==> src/rtl/sc_io_ctrl.sv <==
// sc_io_ctrl: memory-mapped I/O controller with synchronised inputs, sticky change
// status and a maskable IRQ. Define IO_DEBOUNCE_EN to add per-port debounce filters.
module sc_io_ctrl #(
  parameter int unsigned WIDTH       = 32,
  parameter int unsigned N_IN        = 2,
  parameter int unsigned N_OUT       = 3,
  parameter int unsigned SYNC_STAGES = 2,
  parameter int unsigned DEB_CYCLES  = 16
) (
  input  logic                    clock,
  input  logic                    resetn,
  input  logic [5:0]              io_addr,
  input  logic                    io_we,
  input  logic [WIDTH-1:0]        io_wdata,
  output logic [WIDTH-1:0]        io_rdata,
  input  logic [N_IN*WIDTH-1:0]   in_port,
  output logic [N_OUT*WIDTH-1:0]  out_port,
  output logic                    io_irq
);

  // IN doubles as the last synchroniser stage, so SYNC_STAGES-1 flops precede it.
  localparam int unsigned SW         = SYNC_STAGES - 1;
  localparam int unsigned IDX_IN     = 8;
  localparam int unsigned IDX_STATUS = 14;
  localparam int unsigned IDX_MASK   = 15;

  logic [31:0]       widx;
  logic [WIDTH-1:0]  sync_q [N_IN][SW];
  logic [WIDTH-1:0]  in_q   [N_IN];
  logic [WIDTH-1:0]  out_q  [N_OUT];
  logic [N_IN-1:0]   status_q;
  logic [N_IN-1:0]   mask_q;
  logic [N_IN-1:0]   in_load;
  logic [N_IN-1:0]   in_chg;
  logic [N_IN-1:0]   w1c;
  logic              unused_bits;

  assign widx        = 32'(io_addr[5:2]);
  assign unused_bits = ^io_addr[1:0];

`ifdef IO_DEBOUNCE_EN
  localparam int unsigned    CW      = $clog2(DEB_CYCLES + 1);
  localparam logic [CW-1:0]  DEB_MAX = CW'(DEB_CYCLES);

  logic [CW-1:0]    cnt_q    [N_IN];
  logic [CW-1:0]    cnt_d    [N_IN];
  logic [WIDTH-1:0] s_prev_q [N_IN];

  // Loading on the counter's next value keeps total latency at SYNC_STAGES+DEB_CYCLES.
  always_comb begin
    in_load = '0;
    for (int unsigned i = 0; i < N_IN; i++) begin
      cnt_d[i] = cnt_q[i];
      if (sync_q[i][SW-1] != s_prev_q[i]) begin
        cnt_d[i] = '0;
      end else if (cnt_q[i] != DEB_MAX) begin
        cnt_d[i] = cnt_q[i] + 1'b1;
      end
      in_load[i] = (cnt_d[i] == DEB_MAX);
    end
  end

  always_ff @(posedge clock or negedge resetn) begin
    if (!resetn) begin
      for (int unsigned i = 0; i < N_IN; i++) begin
        cnt_q[i]    <= '0;
        s_prev_q[i] <= '0;
      end
    end else begin
      for (int unsigned i = 0; i < N_IN; i++) begin
        cnt_q[i]    <= cnt_d[i];
        s_prev_q[i] <= sync_q[i][SW-1];
      end
    end
  end
`else
  localparam int unsigned unused_deb = DEB_CYCLES;

  always_comb in_load = '1;
`endif

  always_comb begin
    w1c    = '0;
    in_chg = '0;
    if (io_we && widx == IDX_STATUS) w1c = io_wdata[N_IN-1:0];
    for (int unsigned i = 0; i < N_IN; i++) begin
      in_chg[i] = in_load[i] && (sync_q[i][SW-1] != in_q[i]);
    end
  end

  always_ff @(posedge clock or negedge resetn) begin
    if (!resetn) begin
      for (int unsigned i = 0; i < N_IN; i++) begin
        for (int unsigned k = 0; k < SW; k++) sync_q[i][k] <= '0;
        in_q[i] <= '0;
      end
      for (int unsigned o = 0; o < N_OUT; o++) out_q[o] <= '0;
      status_q <= '0;
      mask_q   <= '0;
      io_irq   <= 1'b0;
    end else begin
      for (int unsigned i = 0; i < N_IN; i++) begin
        sync_q[i][0] <= in_port[i*WIDTH +: WIDTH];
        for (int unsigned k = 1; k < SW; k++) sync_q[i][k] <= sync_q[i][k-1];
        if (in_load[i]) in_q[i] <= sync_q[i][SW-1];
      end
      // A change on the same edge as a W1C keeps the bit set.
      status_q <= (status_q & ~w1c) | in_chg;
      io_irq   <= |(status_q & mask_q);
      if (io_we && widx == IDX_MASK) mask_q <= io_wdata[N_IN-1:0];
      for (int unsigned o = 0; o < N_OUT; o++) begin
        if (io_we && widx == o) out_q[o] <= io_wdata;
      end
    end
  end

  always_comb begin
    out_port = '0;
    for (int unsigned o = 0; o < N_OUT; o++) out_port[o*WIDTH +: WIDTH] = out_q[o];
  end

  always_comb begin
    io_rdata = '0;
    for (int unsigned o = 0; o < N_OUT; o++) begin
      if (widx == o) io_rdata = out_q[o];
    end
    for (int unsigned i = 0; i < N_IN; i++) begin
      if (widx == IDX_IN + i) io_rdata = in_q[i];
    end
    if (widx == IDX_STATUS) io_rdata[N_IN-1:0] = status_q;
    if (widx == IDX_MASK)   io_rdata[N_IN-1:0] = mask_q;
  end

endmodule

==> config.mk <==
export PLATFORM = sky130hd
export DESIGN_NAME = sc_io_ctrl
export DESIGN_NICKNAME = d
export VERILOG_FILES = /design/src/rtl/sc_io_ctrl.sv
export SDC_FILE = /design/constraint.sdc
export NUM_CORES = 1
export LEC_CHECK = 0
export BUFFER_PORTS_ARGS = -buffer_cell sky130_fd_sc_hd__buf_4
export CAP_MARGIN = 30
export CELL_PAD_IN_SITES_DETAIL_PLACEMENT = 2
export CELL_PAD_IN_SITES_GLOBAL_PLACEMENT = 2
export CORE_UTILIZATION = 32
export CTS_CLUSTER_SIZE = 12
export DETAILED_ROUTE_END_ITERATION = 10
export GPL_ROUTABILITY_DRIVEN = 0
export PLACE_DENSITY = 0.81
export SKIP_LAST_GASP = 1
export SYNTH_ARGS = -nofsm -noshare
export SYNTH_HDL_FRONTEND = slang
export SYNTH_SLANG_ARGS = --single-unit
==> constraint.sdc <==
create_clock -name clock -period 1.65 [get_ports clock]
set_clock_uncertainty 0.2 [all_clocks]
set_input_delay 0.2475 -clock clock [delete_from_list [all_inputs] [get_ports clock]]
set_output_delay 0.2475 -clock clock [all_outputs]
set_load 0.03 [all_outputs]
==> results.ini, run 1 <==
[yosys]
syn_avg_cell_area_um2=13.4
syn-cell-area_um2=9220
synth-edff-count=0
synth_cell_types=34
yosysSeqAreaShare=0.622
ys_seq_elements=229
synth_cells=686
synth-async-reset-ratio=1.00
synthFlopType=dfrtp_1
synth.net_count=791
synth_warnings=0

[die]
initial_core_util=0.328
die_w_um=172
rows=61
die_h_um=172
die-area_um2=29500
core-area_um2=28100
design.portCount=234

[global_route]
overflow=0
grt_start_max_net_pins=69
antenna_found_initial=1
first_global_vias=9159
grt_pass1_wl_mm=65.0
track_usage=0.312

[cells_and_area]
layout_commonest_cell=buf_4
diodes=0
mostFrequentLayoutCells=buf_4 (225), dfrtp_1 (207), buf_6 (164)
drive_gt1_frac=0.559
nNetsFinal=1289
syn_to_final_growth_pct=73.8
num-fill-cells=2563
stdcell_count=1579

[route]
met3_length_mm=2.13
drt-initial-drc-count=411
drt-total-wl_mm=48.0
wl_met2_mm=25.5
num_vias=7995
vias_per_cell=5.06
top_layer_used=met4
antenna_left=0
drc_errors=0
avgRoutedWirePerCell_um=30.4
wl_met1_mm=18.7
first_pass_iters=4

[placement]
dp_cells=1379
io_buffers=231
dp_hpwl_mm=26.7

[worst_setup_path]
crit_path_end=io_rdata[26]
worst_setup_path_start_kind=register
crit_fanout=2
reg2reg_slack_ns=-0.23
arrival_ns=1.88
r2r-end=status_q[1]
worstPathRequired_ns=1.20
r2r-start=in_q[13]
reg2reg_depth=5
endpoint_kind=output port
cp-startpoint=out_port[90]
crit_type=reg2out

[status]
outcome=finished with violations
violations=setup timing

[sta]
fmax_ghz=0.429
hold_viol=0
final.setup.tns_ns=-22.00
relSlewSlack=0.608
setup_ws_ns=-0.679
finalSetupViolCount=118
period_share=1.41
rsz0062_at_grt=yes
fin_crit_ns=2.33
tightest_slew_ns=0.582
final_max_slew_viol_count=0

[clock_network]
path_clk_slew_ns=0.06
clkLatencyLatePin_ns=0.56
clockBufferDepth=3
cts_sinks=229
cts_max_level=1
cts_tree=built
cts_root_buf=clkbuf_16
cts_made_buffers=26

[power_and_ir_drop]
peakVddDrop_mv=0.917
total_power_mw=20.0
p_leak_nw=7.21
power.density_nw_per_um2=1250

[worst_hold_path]
min_path_type=in2reg

[run]
max_cap_viol_count=0

==> cell families after synthesis <==
logic type	after synthesis	share of synthesized area
and+or+nand+nor	134	0.0760
buffers and inverters	34	0.0191
xor gates and xnor gates	64	0.0608
muxes	124	0.160
AOI/OAI and AO/OA	101	0.0620
DFF	229	0.622
==> report_power, final <==
part / internal (mW) / switching, mW
sequential: 6.37 / 0.953
combinational: 3.42 / 3.36
clock: 3.29 / 2.60
==> per-stage QoR <==
stage / instance area [µm²] / hold WS, ns / utilization / setup WS, ns
global route: 16000 / 0.0826 / 0.570 / -0.717
CTS: 15400 / 0.0748 / 0.547 / -0.621
floorplan: 9630 / -0.248 / - / -0.139
finish: 16000 / 0.0921 / 0.570 / -0.679
global placement: 12600 / -0.0837 / 0.449 / -0.434
detailed placement: 12600 / -0.0858 / 0.449 / -0.550
==> worst min-delay path by stage <==
stage / startpoint / slack, ns / to / cells after the start
4_1_cts: io_we / 0.07 / out_port[91] / 4
3_3_place_gp: resetn / -0.08 / out_port[42] / 1
3_5_place_dp: resetn / -0.09 / out_port[68] / 1
2_1_floorplan: resetn / -0.25 / in_q[0] / 0
6_report: io_we / 0.09 / out_port[66] / 4
5_1_grt: io_we / 0.08 / out_port[91] / 4
==> metal layers <==
metal	global-route usage	vias up
li1	-	3370
met1	0.375	4210
met2	0.572	321
met3	0.0451	94
met4	0.0973	0
met5	0	-
==> sequential cells by signal, summed over array words and instances, names as in the netlist <==
signal    cells
io_irq        1
out_port     96
sync_q       64
status_q      2
mask_q        2
in_q         64
==> synth_stat cells, types with 4 or more instances <==
cell type	instances	area [µm²]
mux2_4	30	450
nand4_1	14	87.6
nand2b_1	8	50.1
nand3_1	4	20.0
nand2_1	11	41.3
clkbuf_1	16	60.1
o21ai_0	32	160
nor2_1	58	218
a21oi_1	48	240
nor4_1	6	37.5
xor2_1	16	140
mux2i_1	24	240
buf_2	12	60.1
xnor2_1	48	420
a22oi_1	8	60.1
dfrtp_1	229	5730
mux2_2	68	766
buf_6	4	45.0
a2bb2oi_1	8	70.1
and2_1	22	138
==> timing repair <==
item                       in CTS  in global routing
gates resized for setup       184                111
setup endpoints to repair      86                124
hold endpoints to repair      393                  9
pin swaps                      56                 41
hold buffers                   98                  1
cloned                          1                  1
setup buffers                  38                 55
==> layout make-up <==
type,instances,area (µm²),area share
Multi-Input combinational cell,423,4100,0.256
Timing Repair Buffer,504,4860,0.303
Tap cell,378,473,0.0295
Sequential cell,229,5760,0.359
Clock inverter,8,90.1,0.00562
Clock buffer,37,742,0.0463
==> critical path, cell delays in order, from the launching register on <==
cell     delay, ns
dfrtp_1       0.45
mux2i_4       0.13
nor2_2        0.20
o21ai_2       0.08
buf_4         0.15
a21oi_4       0.17
buf_6         0.16
Power figures use the tool's default switching activity.
==> run 2, diff against run 1 <==
--- a/config.mk
+++ b/config.mk
@@ -9,6 +9,7 @@
 export CAP_MARGIN = 30
 export CELL_PAD_IN_SITES_DETAIL_PLACEMENT = 2
 export CELL_PAD_IN_SITES_GLOBAL_PLACEMENT = 2
+export CORE_ASPECT_RATIO = 1.2
 export CORE_UTILIZATION = 32
 export CTS_CLUSTER_SIZE = 12
 export DETAILED_ROUTE_END_ITERATION = 10
==> run 2 against run 1 <==
  * The flow still finishes with violations (setup timing)
  * Worst setup slack improved by 0.040 ns
  * Flip-flop and latch count did not move
  * Core utilization fell by 1.1 points
  * Die area barely moved
  * Sequential power fell by 2%
  * Sequential share of layout area rose by 0.49 points
  * Count of clock-buffer cells in the layout fell by 3
  * Final area fell by 1.6%
  * First-iteration DRC count fell by 29%
  * Routed wire length fell by 1.6%
  * Power fell by 2.1%
  * Critical path type unchanged
  * Largest power group unchanged
  * Highest routed layer unchanged
==> results.ini, run 2 (synthesis results as in run 1) <==
[global_route]
grt_start_max_net_pins=60  ; was 69
antenna_found_initial=1  ; unchanged
grt_pass1_wl_mm=65.8  ; was 65.0 mm
overflow=0  ; unchanged
first_global_vias=9355  ; was 9,159
track_usage=0.312  ; about the same

[clock_network]
cts_root_buf=clkbuf_16  ; unchanged
clkLatencyLatePin_ns=0.53  ; was 0.56 ns
cts_sinks=229  ; unchanged
cts_tree=built  ; unchanged
cts_made_buffers=26  ; unchanged
path_clk_slew_ns=0.07  ; was 0.06 ns
clockBufferDepth=3  ; unchanged
cts_max_level=1  ; unchanged

[cells_and_area]
layout_commonest_cell=buf_4  ; unchanged
largest_reg_flops=96  ; unchanged
nNetsFinal=1277  ; was 1,289
drive_gt1_frac=0.537  ; was 0.559
post-route-util=0.560  ; was 0.570
syn_to_final_growth_pct=71.0  ; was 73.8%
num-fill-cells=2597  ; was 2,563
finalInstanceArea_um2=15800  ; was 16,000 µm²
mostFrequentLayoutCells=buf_4 (221), dfrtp_1 (218), buf_6 (153)  ; was buf_4 (225), dfrtp_1 (207), buf_6 (164)
seqCellArea_um2=5740  ; was 5760 µm²
multi_input_area_um2=3950  ; was 4100 µm²

[route]
drt-initial-drc-count=293  ; was 411
first_pass_iters=4  ; unchanged
drc_errors=0  ; unchanged
avgRoutedWirePerCell_um=30.1  ; was 30.4 µm
drt-total-wl_mm=47.2  ; was 48.0 mm
vias_per_cell=5.06  ; about the same
antenna_left=0  ; unchanged
num_vias=7922  ; was 7,995

[worst_setup_path]
reg2reg_depth=5  ; unchanged
reg2reg_slack_ns=-0.13  ; was -0.23 ns
crit_type=reg2out  ; unchanged
endpoint_kind=output port  ; unchanged
r2r-end=status_q[1]  ; unchanged
r2r-start=in_q[28]  ; was in_q[13]
worstPathRequired_ns=1.20  ; about the same
cp-startpoint=out_port[32]  ; was out_port[90]
worst_setup_path_start_kind=register  ; unchanged
crit_fanout=2  ; unchanged
arrival_ns=1.84  ; was 1.88 ns
crit_path_end=io_rdata[0]  ; was io_rdata[26]

[die]
die_h_um=188  ; was 172 µm
design.portCount=234  ; unchanged
core-area_um2=28200  ; was 28,100 µm²
rows=67  ; was 61
initial_core_util=0.327  ; was 0.328
die-area_um2=29500  ; about the same
die_w_um=157  ; was 172 µm

[worst_hold_path]
holdPathStages=4  ; unchanged
min_path_type=in2reg  ; unchanged

[sta]
fmax_ghz=0.437  ; was 0.429 GHz
holdWs_ns=0.104  ; was 0.0921 ns
relSlewSlack=0.688  ; was 0.608
hold_viol=0  ; unchanged
rsz0062_at_grt=yes  ; unchanged
setup_ws_ns=-0.639  ; was -0.679 ns
period_share=1.39  ; was 1.41
finalSetupViolCount=64  ; was 118
fin_crit_ns=2.29  ; was 2.33 ns
final_max_slew_viol_count=0  ; unchanged
tightest_slew_ns=0.464  ; was 0.582 ns

[run]
max_cap_viol_count=0  ; unchanged

[status]
violations=setup timing  ; unchanged
outcome=finished with violations  ; unchanged

[placement]
dpl_cell_area_um2=12600  ; about the same
io_buffers=231  ; unchanged
dp_hpwl_mm=26.6  ; was 26.7 mm

[power_and_ir_drop]
peakVddDrop_mv=0.848  ; was 0.917 mV
p_leak_nw=7.14  ; was 7.21 nW
power.density_nw_per_um2=1240  ; was 1250 nW/µm²

## run 2: timing repair
action | in CTS | in global routing
cloned | 1 | 1
resized for setup | 131 | 109
hold buffers | 98 | 1
hold endpoints to repair | 393 | 15
buffers inserted | 47 | 49
pin swaps | 74 | 50
endpoints found under the setup margin | 67 | 112
## run 2: worst min-delay path by stage
stage,from,end,slack (ns)
after floorplan,resetn,in_q[0],-0.25
final,io_we,out_port[82],0.10
after CTS,io_we,out_port[89],0.09
after global routing,io_we,out_port[85],0.09
after global placement,resetn,sync_q[42],-0.11
after detailed placement,resetn,in_q[10],-0.11
## run 2: power by group
part	switching, mW	internal (mW)	total (mW)
Clock	2.53	3.34	5.87
Sequential	0.837	6.36	7.19
Combinational	3.27	3.24	6.51
## run 2: layout make-up
type | instances | area share
Clock inverter | 9 | 0.00500
Clock buffer | 34 | 0.0477
Sequential cell | 229 | 0.364
Tap cell | 379 | 0.0301
Multi-Input combinational cell | 423 | 0.251
Timing Repair Buffer | 492 | 0.302
Antenna cell | 1 | 0.000159
## run 2: critical path: stages, from the launching register on
cell and delay [ns]:
dfrtp_1 0.41, o21ai_2 0.10, a21oi_2 0.19, a21oi_2 0.07
o32ai_4 0.34, buf_6 0.19
## run 2: per-stage QoR
stage	worst slack [ns]	TNS, ns	total power, mW	std cells
after floorplan	-0.139	-7.44	9.43	686
after global placement	-0.426	-35.61	11.7	1370
after detailed placement	-0.472	-41.68	12.0	1370
after CTS	-0.567	-16.12	18.5	1540
after global routing	-0.666	-21.77	20.1	1567
final	-0.639	-18.66	19.6	1567
## run 2: metal layers
| metal | up-vias | GRT usage | part of all wire |
|---|---|---|---|
| met1 | 4136 | 0.338 | 0.35 |
| met4 | 0 | 0.139 | 0.053 |
| met3 | 141 | 0.0529 | 0.046 |
| met2 | 309 | 0.584 | 0.55 |
| met5 | - | 0 | 0 |
| li1 | 3336 | - | - |
==> run 3, diff against run 2 <==
--- a/config.mk
+++ b/config.mk
@@ -10,6 +10,7 @@
 export CELL_PAD_IN_SITES_DETAIL_PLACEMENT = 2
 export CELL_PAD_IN_SITES_GLOBAL_PLACEMENT = 2
 export CORE_ASPECT_RATIO = 1.2
+export CORE_MARGIN = 2
 export CORE_UTILIZATION = 32
 export CTS_CLUSTER_SIZE = 12
 export DETAILED_ROUTE_END_ITERATION = 10
==> constraint.sdc (replaced) <==
create_clock -name clock -period 1.65 [get_ports clock]
set_clock_uncertainty 0.2 [all_clocks]
set_input_delay 0.165 -clock clock [delete_from_list [all_inputs] [get_ports clock]]
set_output_delay 0.165 -clock clock [all_outputs]
set_load 0.03 [all_outputs]
==> run 3 against run 2 <==
  * The flow still finishes with violations (setup timing)
  * Maximum frequency up 5.9%
  * Final cell count fell by 0.45%
  * Clock power decreased by 6.6%
  * Combinational power shrank 13%
  * Flip-flop and latch count unchanged
  * Critical path type unchanged
==> results.ini, run 3 (synthesis results as in run 1) <==
[status]
outcome=finished with violations  ; unchanged
violations=setup timing  ; unchanged

[clock_network]
clockBufferDepth=3  ; unchanged
cts_max_level=1  ; unchanged
path_clk_slew_ns=0.06  ; was 0.07 ns
cts_sinks=229  ; unchanged
cts_root_buf=clkbuf_16  ; unchanged
cts_tree=built  ; unchanged
cts_made_buffers=25  ; was 26
clkLatencyLatePin_ns=0.53  ; about the same

[sta]
final_max_slew_viol_count=0  ; unchanged
fin_crit_ns=2.16  ; was 2.29 ns
rsz0062_at_grt=yes  ; unchanged
hold_viol=0  ; unchanged
holdWs_ns=0.0842  ; was 0.104 ns
relSlewSlack=0.689  ; was 0.688
period_share=1.31  ; was 1.39
final.setup.tns_ns=-13.21  ; was -18.66 ns
finalSetupViolCount=44  ; was 64
tightest_slew_ns=0.462  ; was 0.464 ns
fmax_ghz=0.463  ; was 0.437 GHz
setup_ws_ns=-0.511  ; was -0.639 ns

[worst_setup_path]
worst_setup_path_start_kind=register  ; unchanged
endpoint_kind=output port  ; unchanged
arrival_ns=1.80  ; was 1.84 ns
worstPathRequired_ns=1.28  ; was 1.20 ns
crit_fanout=2  ; unchanged
crit_type=reg2out  ; unchanged

[power_and_ir_drop]
p_leak_nw=6.94  ; was 7.14 nW
swShare=0.337  ; was 0.339
internal_power_mw=12.1  ; was 12.9 mW
pwr-share-comb=0.313  ; was 0.332
power_switching_mw=6.13  ; was 6.64 mW
power.density_nw_per_um2=1200  ; was 1240 nW/µm²
p_seq_frac=0.386  ; was 0.367
p_clk_frac=0.301  ; was 0.300
peakVddDrop_mv=0.737  ; was 0.848 mV

[cells_and_area]
num-fill-cells=2707  ; was 2,597
syn_to_final_growth_pct=63.9  ; was 71.0%
finalInstanceArea_um2=15100  ; was 15,800 µm²
mostFrequentLayoutCells=buf_4 (319), dfrtp_1 (229), dlygate4sd3_1 (98)  ; was buf_4 (221), dfrtp_1 (218), buf_6 (153)
largest_reg_flops=96  ; unchanged
post-route-util=0.528  ; was 0.560
diodes=0  ; was 1
seqCellArea_um2=5730  ; was 5740 µm²
layout_commonest_cell=buf_4  ; unchanged
drive_gt1_frac=0.505  ; was 0.537
nNetsFinal=1264  ; was 1,277
multi_input_area_um2=3870  ; was 3950 µm²

[global_route]
grt_pass1_wl_mm=62.2  ; was 65.8 mm
track_usage=0.276  ; was 0.312
first_global_vias=9228  ; was 9,355
antenna_found_initial=0  ; was 1
grt_start_max_net_pins=57  ; was 60
overflow=0  ; unchanged

[route]
vias_per_cell=4.93  ; was 5.06
antenna_left=0  ; unchanged
first_pass_iters=4  ; unchanged
avgRoutedWirePerCell_um=27.2  ; was 30.1 µm
num_vias=7687  ; was 7,922
drt-total-wl_mm=42.5  ; was 47.2 mm
drt-initial-drc-count=318  ; was 293
drc_errors=0  ; unchanged

[die]
die-area_um2=30200  ; was 29,500 µm²
core-area_um2=28600  ; was 28,200 µm²
design.portCount=234  ; unchanged
die_w_um=159  ; was 157 µm
rows=68  ; was 67
initial_core_util=0.322  ; was 0.327
die_h_um=190  ; was 188 µm

[placement]
dpl_cell_area_um2=12400  ; was 12,600 µm²
io_buffers=231  ; unchanged
dp_hpwl_mm=24.8  ; was 26.6 mm
pre_cts_ws_ns=-0.291  ; was -0.472 ns

[worst_hold_path]
min_path_type=in2reg  ; unchanged

[run]
max_cap_viol_count=0  ; unchanged

-- run 3: cell count changes in the layout (fill, tap and decap cells not counted), moves of 6 or more --
| cell | previous run | this run |
|---|---|---|
| buf_4 | 221 | 319 |
| buf_6 | 153 | 41 |
| dfrtp_1 | 218 | 229 |
| dfrtp_2 | 11 | 0 |
| mux2i_1 | 17 | 24 |
| mux2i_2 | 7 | 0 |
| o21ai_2 | 18 | 12 |
-- run 3: area by class of cell --
class,instances,share of cell area
clock buffer,37,0.0484
clock inverter,6,0.00240
multi-input combinational,423,0.256
sequential,229,0.379
tap,385,0.0319
timing repair buffer,480,0.282
-- run 3: repair_timing --
action | in CTS | in global routing
setup buffers | 52 | 17
hold buffers | 99 | 0
gates resized for setup | 67 | 24
hold endpoints to repair | 393 | 0
pin swaps | 50 | 39
gates cloned | 0 | 3
endpoints found under the setup margin | 34 | 101
-- run 3: final timing paths --
| check | start | endpoint | slack, ns | cells after the start |
|---|---|---|---|---|
| max | out_port[18] | io_rdata[18] | -0.51 | 6 |
| min | in_port[14] | sync_q[46] | 0.08 | 2 |
| max reg2reg | sync_q[13] | status_q[1] | -0.09 | 5 |
| min reg2reg | sync_q[51] | in_q[51] | 0.19 | 0 |
| max in group asynchronous | resetn | sync_q[41] | 0.13 | 4 |
| min in group asynchronous | resetn | sync_q[59] | 0.46 | 3 |
-- run 3: worst max-delay path, stage by stage (launching register included) --
cell	delay [ns]
dfrtp_1	0.41
mux2i_1	0.19
nor2_1	0.09
o21ai_1	0.21
buf_4	0.17
a21oi_4	0.06
buf_6	0.15
-- run 3: power by group through the flow --
stage          clock network (mW)  logic, mW  registers [mW]
5_1_grt                      5.79       5.92            7.09
3_3_place_gp                    0       4.35            7.04
3_5_place_dp                    0       4.48            7.11
6_report                     5.48       5.69            7.03
4_1_cts                      5.47       5.36            6.95
2_1_floorplan                   0       1.38            8.02
-- run 3: stage by stage --
step	power, mW	std cells
global route	18.8	1560
floorplan	9.40	686
finish	18.2	1560
CTS	17.8	1540
global placement	11.4	1352
detailed placement	11.6	1352
-- run 3: per-layer routing --
| metal | global-route usage | vias up | part of all wire |
|---|---|---|---|
| met2 | 0.541 | 235 | 0.56 |
| met4 | 0.0920 | 0 | 0.037 |
| li1 | - | 3310 | - |
| met3 | 0.0344 | 80 | 0.034 |
| met5 | 0 | - | 0 |
| met1 | 0.307 | 4062 | 0.37 |
